===== src/rtl/rc4_encryption_core.sv =====
// rc4_encryption_core
// RC4 encryptor with a fixed 24-bit key. It uses an external 256-byte S memory,
// reads plaintext from an external RAM and writes ciphertext to another RAM.
// Every external read has the same shape: drive the address, wait one cycle,
// capture the data on the next cycle.
//
// Ports:
//   clk, reset_n           clock, asynchronous active-low reset
//   start, secret_key      run request and key (key latched when start is accepted)
//   s_address/s_data/s_wren/s_q   S memory port
//   pt_address/pt_q        plaintext RAM read port
//   ct_address/ct_data/ct_wren    ciphertext RAM write port
//   busy, done             run status (done held until the next accepted start)
//
// Every output is a register. The combinational block computes the output
// values for the state being entered, so the address for a READ state is
// already on the bus during that state.
module rc4_encryption_core #(
  parameter int unsigned MSG_LEN = 32
) (
  input  logic        clk,
  input  logic        reset_n,
  input  logic        start,
  input  logic [23:0] secret_key,
  output logic [7:0]  s_address,
  output logic [7:0]  s_data,
  output logic        s_wren,
  input  logic [7:0]  s_q,
  output logic [4:0]  pt_address,
  input  logic [7:0]  pt_q,
  output logic [4:0]  ct_address,
  output logic [7:0]  ct_data,
  output logic        ct_wren,
  output logic        busy,
  output logic        done
);

  typedef enum logic [4:0] {
    IDLE, INIT,
    K_READ_I, K_WAIT_I, K_CAP_I, K_READ_J, K_WAIT_J, K_CAP_J, K_WR_I, K_WR_J,
    P_READ_I, P_WAIT_I, P_CAP_I, P_READ_J, P_WAIT_J, P_CAP_J, P_WR_I, P_WR_J,
    P_READ_F, P_WAIT_F, P_CAP_F, P_WR_CT,
    DONE
  } state_t;

  state_t      state, state_n;
  logic [7:0]  i, i_n, j, j_n, si, si_n, sj, sj_n;
  logic [4:0]  k, k_n;
  logic [1:0]  kidx, kidx_n;    // i mod 3, tracked alongside i during KSA
  logic [23:0] key_q, key_n;
  logic [7:0]  key_byte;
  logic [7:0]  s_address_n, s_data_n, ct_data_n;
  logic [4:0]  pt_address_n, ct_address_n;
  logic        s_wren_n, ct_wren_n, busy_n, done_n;

  always_comb begin
    case (kidx)
      2'd0:    key_byte = key_q[23:16];
      2'd1:    key_byte = key_q[15:8];
      default: key_byte = key_q[7:0];
    endcase
  end

  always_ff @(posedge clk or negedge reset_n) begin
    if (!reset_n) begin
      state      <= IDLE;
      i          <= '0;
      j          <= '0;
      k          <= '0;
      si         <= '0;
      sj         <= '0;
      kidx       <= '0;
      key_q      <= '0;
      s_address  <= '0;
      s_data     <= '0;
      s_wren     <= 1'b0;
      pt_address <= '0;
      ct_address <= '0;
      ct_data    <= '0;
      ct_wren    <= 1'b0;
      busy       <= 1'b0;
      done       <= 1'b0;
    end else begin
      state      <= state_n;
      i          <= i_n;
      j          <= j_n;
      k          <= k_n;
      si         <= si_n;
      sj         <= sj_n;
      kidx       <= kidx_n;
      key_q      <= key_n;
      s_address  <= s_address_n;
      s_data     <= s_data_n;
      s_wren     <= s_wren_n;
      pt_address <= pt_address_n;
      ct_address <= ct_address_n;
      ct_data    <= ct_data_n;
      ct_wren    <= ct_wren_n;
      busy       <= busy_n;
      done       <= done_n;
    end
  end

  always_comb begin
    state_n      = state;
    i_n          = i;
    j_n          = j;
    k_n          = k;
    si_n         = si;
    sj_n         = sj;
    kidx_n       = kidx;
    key_n        = key_q;
    s_address_n  = s_address;
    s_data_n     = s_data;
    s_wren_n     = 1'b0;
    pt_address_n = pt_address;
    ct_address_n = ct_address;
    ct_data_n    = ct_data;
    ct_wren_n    = 1'b0;
    busy_n       = busy;
    done_n       = done;

    case (state)
      IDLE: if (start) begin
        key_n       = secret_key;
        done_n      = 1'b0;
        busy_n      = 1'b1;
        i_n         = '0;
        j_n         = '0;
        k_n         = '0;
        state_n     = INIT;
        s_address_n = '0;
        s_data_n    = '0;
        s_wren_n    = 1'b1;
      end
      INIT: begin
        if (i == 8'hFF) begin
          i_n         = '0;
          kidx_n      = '0;
          s_address_n = '0;
          state_n     = K_READ_I;
        end else begin
          i_n         = i + 8'd1;
          s_address_n = i + 8'd1;
          s_data_n    = i + 8'd1;
          s_wren_n    = 1'b1;
        end
      end
      K_READ_I: state_n = K_WAIT_I;
      K_WAIT_I: state_n = K_CAP_I;
      K_CAP_I: begin
        si_n        = s_q;
        j_n         = j + s_q + key_byte;
        s_address_n = j + s_q + key_byte;
        state_n     = K_READ_J;
      end
      K_READ_J: state_n = K_WAIT_J;
      K_WAIT_J: state_n = K_CAP_J;
      K_CAP_J: begin
        sj_n        = s_q;
        s_address_n = i;
        s_data_n    = s_q;
        s_wren_n    = 1'b1;
        state_n     = K_WR_I;
      end
      K_WR_I: begin
        s_address_n = j;
        s_data_n    = si;
        s_wren_n    = 1'b1;
        state_n     = K_WR_J;
      end
      K_WR_J: begin
        if (i == 8'hFF) begin
          // PRGA pre-increments i, so its first read address is 1.
          i_n         = 8'd1;
          j_n         = '0;
          s_address_n = 8'd1;
          state_n     = P_READ_I;
        end else begin
          i_n         = i + 8'd1;
          kidx_n      = (kidx == 2'd2) ? 2'd0 : kidx + 2'd1;
          s_address_n = i + 8'd1;
          state_n     = K_READ_I;
        end
      end
      P_READ_I: state_n = P_WAIT_I;
      P_WAIT_I: state_n = P_CAP_I;
      P_CAP_I: begin
        si_n        = s_q;
        j_n         = j + s_q;
        s_address_n = j + s_q;
        state_n     = P_READ_J;
      end
      P_READ_J: state_n = P_WAIT_J;
      P_WAIT_J: state_n = P_CAP_J;
      P_CAP_J: begin
        sj_n        = s_q;
        s_address_n = i;
        s_data_n    = s_q;
        s_wren_n    = 1'b1;
        state_n     = P_WR_I;
      end
      P_WR_I: begin
        s_address_n = j;
        s_data_n    = si;
        s_wren_n    = 1'b1;
        state_n     = P_WR_J;
      end
      P_WR_J: begin
        s_address_n  = si + sj;
        pt_address_n = k;
        state_n      = P_READ_F;
      end
      P_READ_F: state_n = P_WAIT_F;
      P_WAIT_F: state_n = P_CAP_F;
      P_CAP_F: begin
        ct_address_n = k;
        ct_data_n    = s_q ^ pt_q;
        ct_wren_n    = 1'b1;
        state_n      = P_WR_CT;
      end
      P_WR_CT: begin
        if (k == 5'(MSG_LEN - 1)) begin
          busy_n  = 1'b0;
          done_n  = 1'b1;
          state_n = DONE;
        end else begin
          k_n         = k + 5'd1;
          i_n         = i + 8'd1;
          s_address_n = i + 8'd1;
          state_n     = P_READ_I;
        end
      end
      DONE:    state_n = IDLE;
      default: state_n = IDLE;
    endcase
  end

endmodule


===== config.mk =====
export PLATFORM = sky130hd
export DESIGN_NAME = rc4_encryption_core
export DESIGN_NICKNAME = d
export VERILOG_FILES = /design/src/rtl/rc4_encryption_core.sv
export SDC_FILE = /design/constraint.sdc
export NUM_CORES = 1
export LEC_CHECK = 0
export ABC_AREA = 1
export ABC_CLOCK_PERIOD_IN_PS = 3920
export BUFFER_PORTS_ARGS = -buffer_cell sky130_fd_sc_hd__buf_4
export CAP_MARGIN = 20
export CORE_MARGIN = 8
export CORE_UTILIZATION = 25
export DETAILED_ROUTE_END_ITERATION = 7
export PLACE_DENSITY = 0.44
export SLEW_MARGIN = 25
export SYNTH_ARGS = -nofsm -noshare
export SYNTH_HDL_FRONTEND = slang
export SYNTH_SLANG_ARGS = --single-unit

===== constraint.sdc =====
create_clock -name clk -period 3.92 [get_ports clk]
set_input_delay 0.196 -clock clk [delete_from_list [all_inputs] [get_ports clk]]
set_output_delay 0.196 -clock clk [all_outputs]
set_load 0.05 [all_outputs]

==> metrics.cfg <==
[synthesis]
netlist_area_um2 = 6020
yosysWarningCount = 0
synthCells = 763
synth_area_per_cell_um2 = 7.89
synth_top_cell_by_area = dfrtp_1
async_reset_ff_share_pct = 100
synth_fp_nets = 833
synth-edff-count = 0
ys_seq_area_share_pct = 44.1
synth_ff_type = dfrtp_1
synth_top_area_share_pct = 44.1
synth_area_leaders = dfrtp_1 (44%), nand2_1 (16%), ha_1 (5.0%), inv_1 (4.3%), o21ai_0 (3.6%)
ys_types = 50
synth-seq-cells = 106

[die]
dieWidth_um = 171
start_util_pct = 25.6
dieArea_um2 = 29300
rows = 56
die_h_um = 171
coreArea_um2 = 23500
ios = 81

[finish]
area_growth_pct = 21.0
final_net_count = 915
drive_above_1_share_pct = 17.5
antenna_cells = 0
final_common_cell = nand2_1
n_fill_cell = 2645
mostFrequentLayoutCells = nand2_1 (257), dfrtp_1 (106), buf_4 (83)

[clock_network]
cts_buffer_depth = 2
cts_sinks = 106
htreeDepth = 3
cts_setup_buffers = 0
cts_resized = 0
clk_latency_ns = 0.36
cts_tree = done
cts.clk_slew.worst_paths_ns = 0.08
cts_inserted_buffers = 9
clockRootBuffer = clkbuf_16

[detailed_routing]
via_count = 5121
first_pass_iters = 4
drc = 0
post_drt_wl_per_cell_um = 14.9
wl_um = 17400
ant_nets = 0
via_per_inst = 4.38
drtIter0Drc = 398

[critical_path]
worstPathMaxFanout = 5
path_cells = ha_1, fa_1, nand2_1, inv_1, nor2_1, o21bai_1, or2_2, nand2_1, inv_1, ha_1, nand2_1, inv_1, nand4_1, o211ai_1, or2_2, nand3_1, nand2_1, inv_1, nand2_1, nand2_1, nand2_1
r2r_setup_slack_ns = 0.83
timing.rr.start = j[0]
crit_required_ns = 4.16
r2r_cells = 21
startpoint = j[0]
cpMaxStageDelayCell = dfrtp_1
crit_path_end_kind = flip-flop
endpoint = s_address[6]
cpMostUsedCell = nand2_1
cp_data_arrival_time_ns = 3.33
critPathLaunchType = flip-flop
reg2reg_to = s_address[6]
crit_type = reg -> reg
cp_slowest_stage_delay_ns = 0.40

[sta]
hold_viol = 0
setup_viol_count_final = 0
slew_headroom_pct = 46.4
final.setup_skew_ns = 0.0130
setup_tns_ns = 0
report.final.slew_viol_count = 0
timing.final.crit_share_pct = 78.8
setup_ws_ns = 0.832
post-route-min-period_ns = 3.09
rsz0062_at_grt = false
tightest_slew_ns = 0.802
max_freq_mhz = 324

[global_routing]
grt_start_max_net_pins = 57
overflow = 0
groute.usage.overall_pct = 12.4
grt_pass1_vias = 5278
grt_pass1_wl_um = 28500
antenna_found_initial = 0

[status]
outcome = completed

[power_and_ir_drop]
power_leakage_nw = 3.72
vdd_drop_max_mv = 0.217
powerDensity_nw_per_um2 = 836

[min_path]
hold_class = in -> reg

[placement]
port-buffer-count = 80
gp_congestion = 0.805
place_hpwl_um = 13200
pre_cts_ws_ns = 0.832

[job]
drv_cap = 0

==> state kept, by name (all words and copies together), names as in the netlist <==
signal / count
sj: 8
done: 1
ct_wren: 1
i: 8
s_wren: 1
ct_data: 8
busy: 1
s_address: 8
j: 8
s_data: 8
ct_address: 5
kidx: 2
key_q: 24
state: 5
k: 5
si: 8
pt_address: 5
==> cell type report <==
cell class                      count  area, um2  area share, %
Clock buffer                       10        229           3.14
Clock inverter                      6       71.3          0.979
Inverter                           89        337           4.62
Multi-Input combinational cell    555       2960           40.7
Sequential cell                   106       2650           36.4
Tap cell                          319        399           5.48
Timing Repair Buffer               84        633           8.69
==> what timing repair did <==
action	CTS	global route
endpoints found under the hold margin	54	0
hold buffers	1	0
setup endpoints to repair	0	0
==> logic make-up (layout without fill, tap and decap cells) <==
family                   after synthesis  after routing  synth area share, %
AND/OR/NAND/NOR                      378            378                 26.7
adder cells (fa/ha/maj)               27             27                 5.99
AO/OA/AOI/OAI                        126            126                 12.8
multiplexers                           5              5                0.936
XOR/XNOR                              19             19                 2.77
flip-flops                           106            106                 44.1
buffers and inverters                102            189                 6.72
==> metal layers <==
metal  global-route usage, %  part of all wire, %
met1                    16.6                   50
met2                    20.4                   45
met3                    2.33                  4.8
met4                    2.91                  1.0
met5                       0                    0
==> worst max-delay path: cells and delay by family (launching register included) <==
family / cells / cell delay [ns]
simple gates: 12 / 1.26
fa+ha+maj: 3 / 0.94
flops: 1 / 0.40
buf+inv: 4 / 0.21
compound gates: 2 / 0.18
==> cell usage after synthesis, types with 2 or more instances <==
master and n:
o2111ai_1 2, xnor2_1 8, nor3_1 6, nor2_4 6, a22o_1 3, xor2_1 11
or2_2 6, nand4_1 8, nand3_1 29, o211ai_1 4, a32oi_1 3, dfrtp_1 106
a21oi_1 24, a211oi_1 2, nand3_2 2, nor2_2 6, o22ai_1 10, o21ai_1 14
fa_1 3, nor2_1 50, inv_2 18, mux2_2 5, o31ai_1 2, ha_1 24
clkbuf_1 5, buf_2 6, nand2_1 257, a31oi_1 2, o21bai_1 4, o21ai_0 43
inv_1 69, nand2_2 3, a22oi_1 5
==> power breakdown <==
group          switching (W)  total, W  internal, W
clock               0.000445  0.000950     0.000505
combinational        0.00222   0.00337      0.00115
sequential          0.000279   0.00177      0.00149
total                0.00294   0.00609      0.00315
==> stage by stage <==
| step | cell area, um2 | total power (W) | hold WS (ns) | util (%) | std cells |
|---|---|---|---|---|---|
| 4_1_cts | 7280 | 0.00619 | 0.0123 | 30.9 | 1169 |
| 3_5_place_dp | 6970 | 0.00519 | 0.331 | 29.6 | 1152 |
| 2_1_floorplan | 6020 | 0.00426 | -0.0996 | - | 763 |
| 5_1_grt | 7280 | 0.00670 | 0.0293 | 30.9 | 1169 |
| 3_3_place_gp | 6970 | 0.00521 | 0.334 | 29.6 | 1152 |
| 6_report | 7280 | 0.00609 | 0.0237 | 30.9 | 1169 |
==> how the worst min path moves through the flow <==
| stage | from | to | slack (ns) | cells past startpoint |
|---|---|---|---|---|
| floorplan | reset_n | busy | -0.1 | 0 |
| global placement | reset_n | key_q[19] | 0.33 | 1 |
| detailed placement | reset_n | key_q[19] | 0.33 | 1 |
| CTS | secret_key[12] | key_q[12] | 0.01 | 3 |
| global route | secret_key[14] | key_q[14] | 0.03 | 3 |
| finish | secret_key[6] | key_q[6] | 0.02 | 3 |
Power figures use the tool's default switching activity.
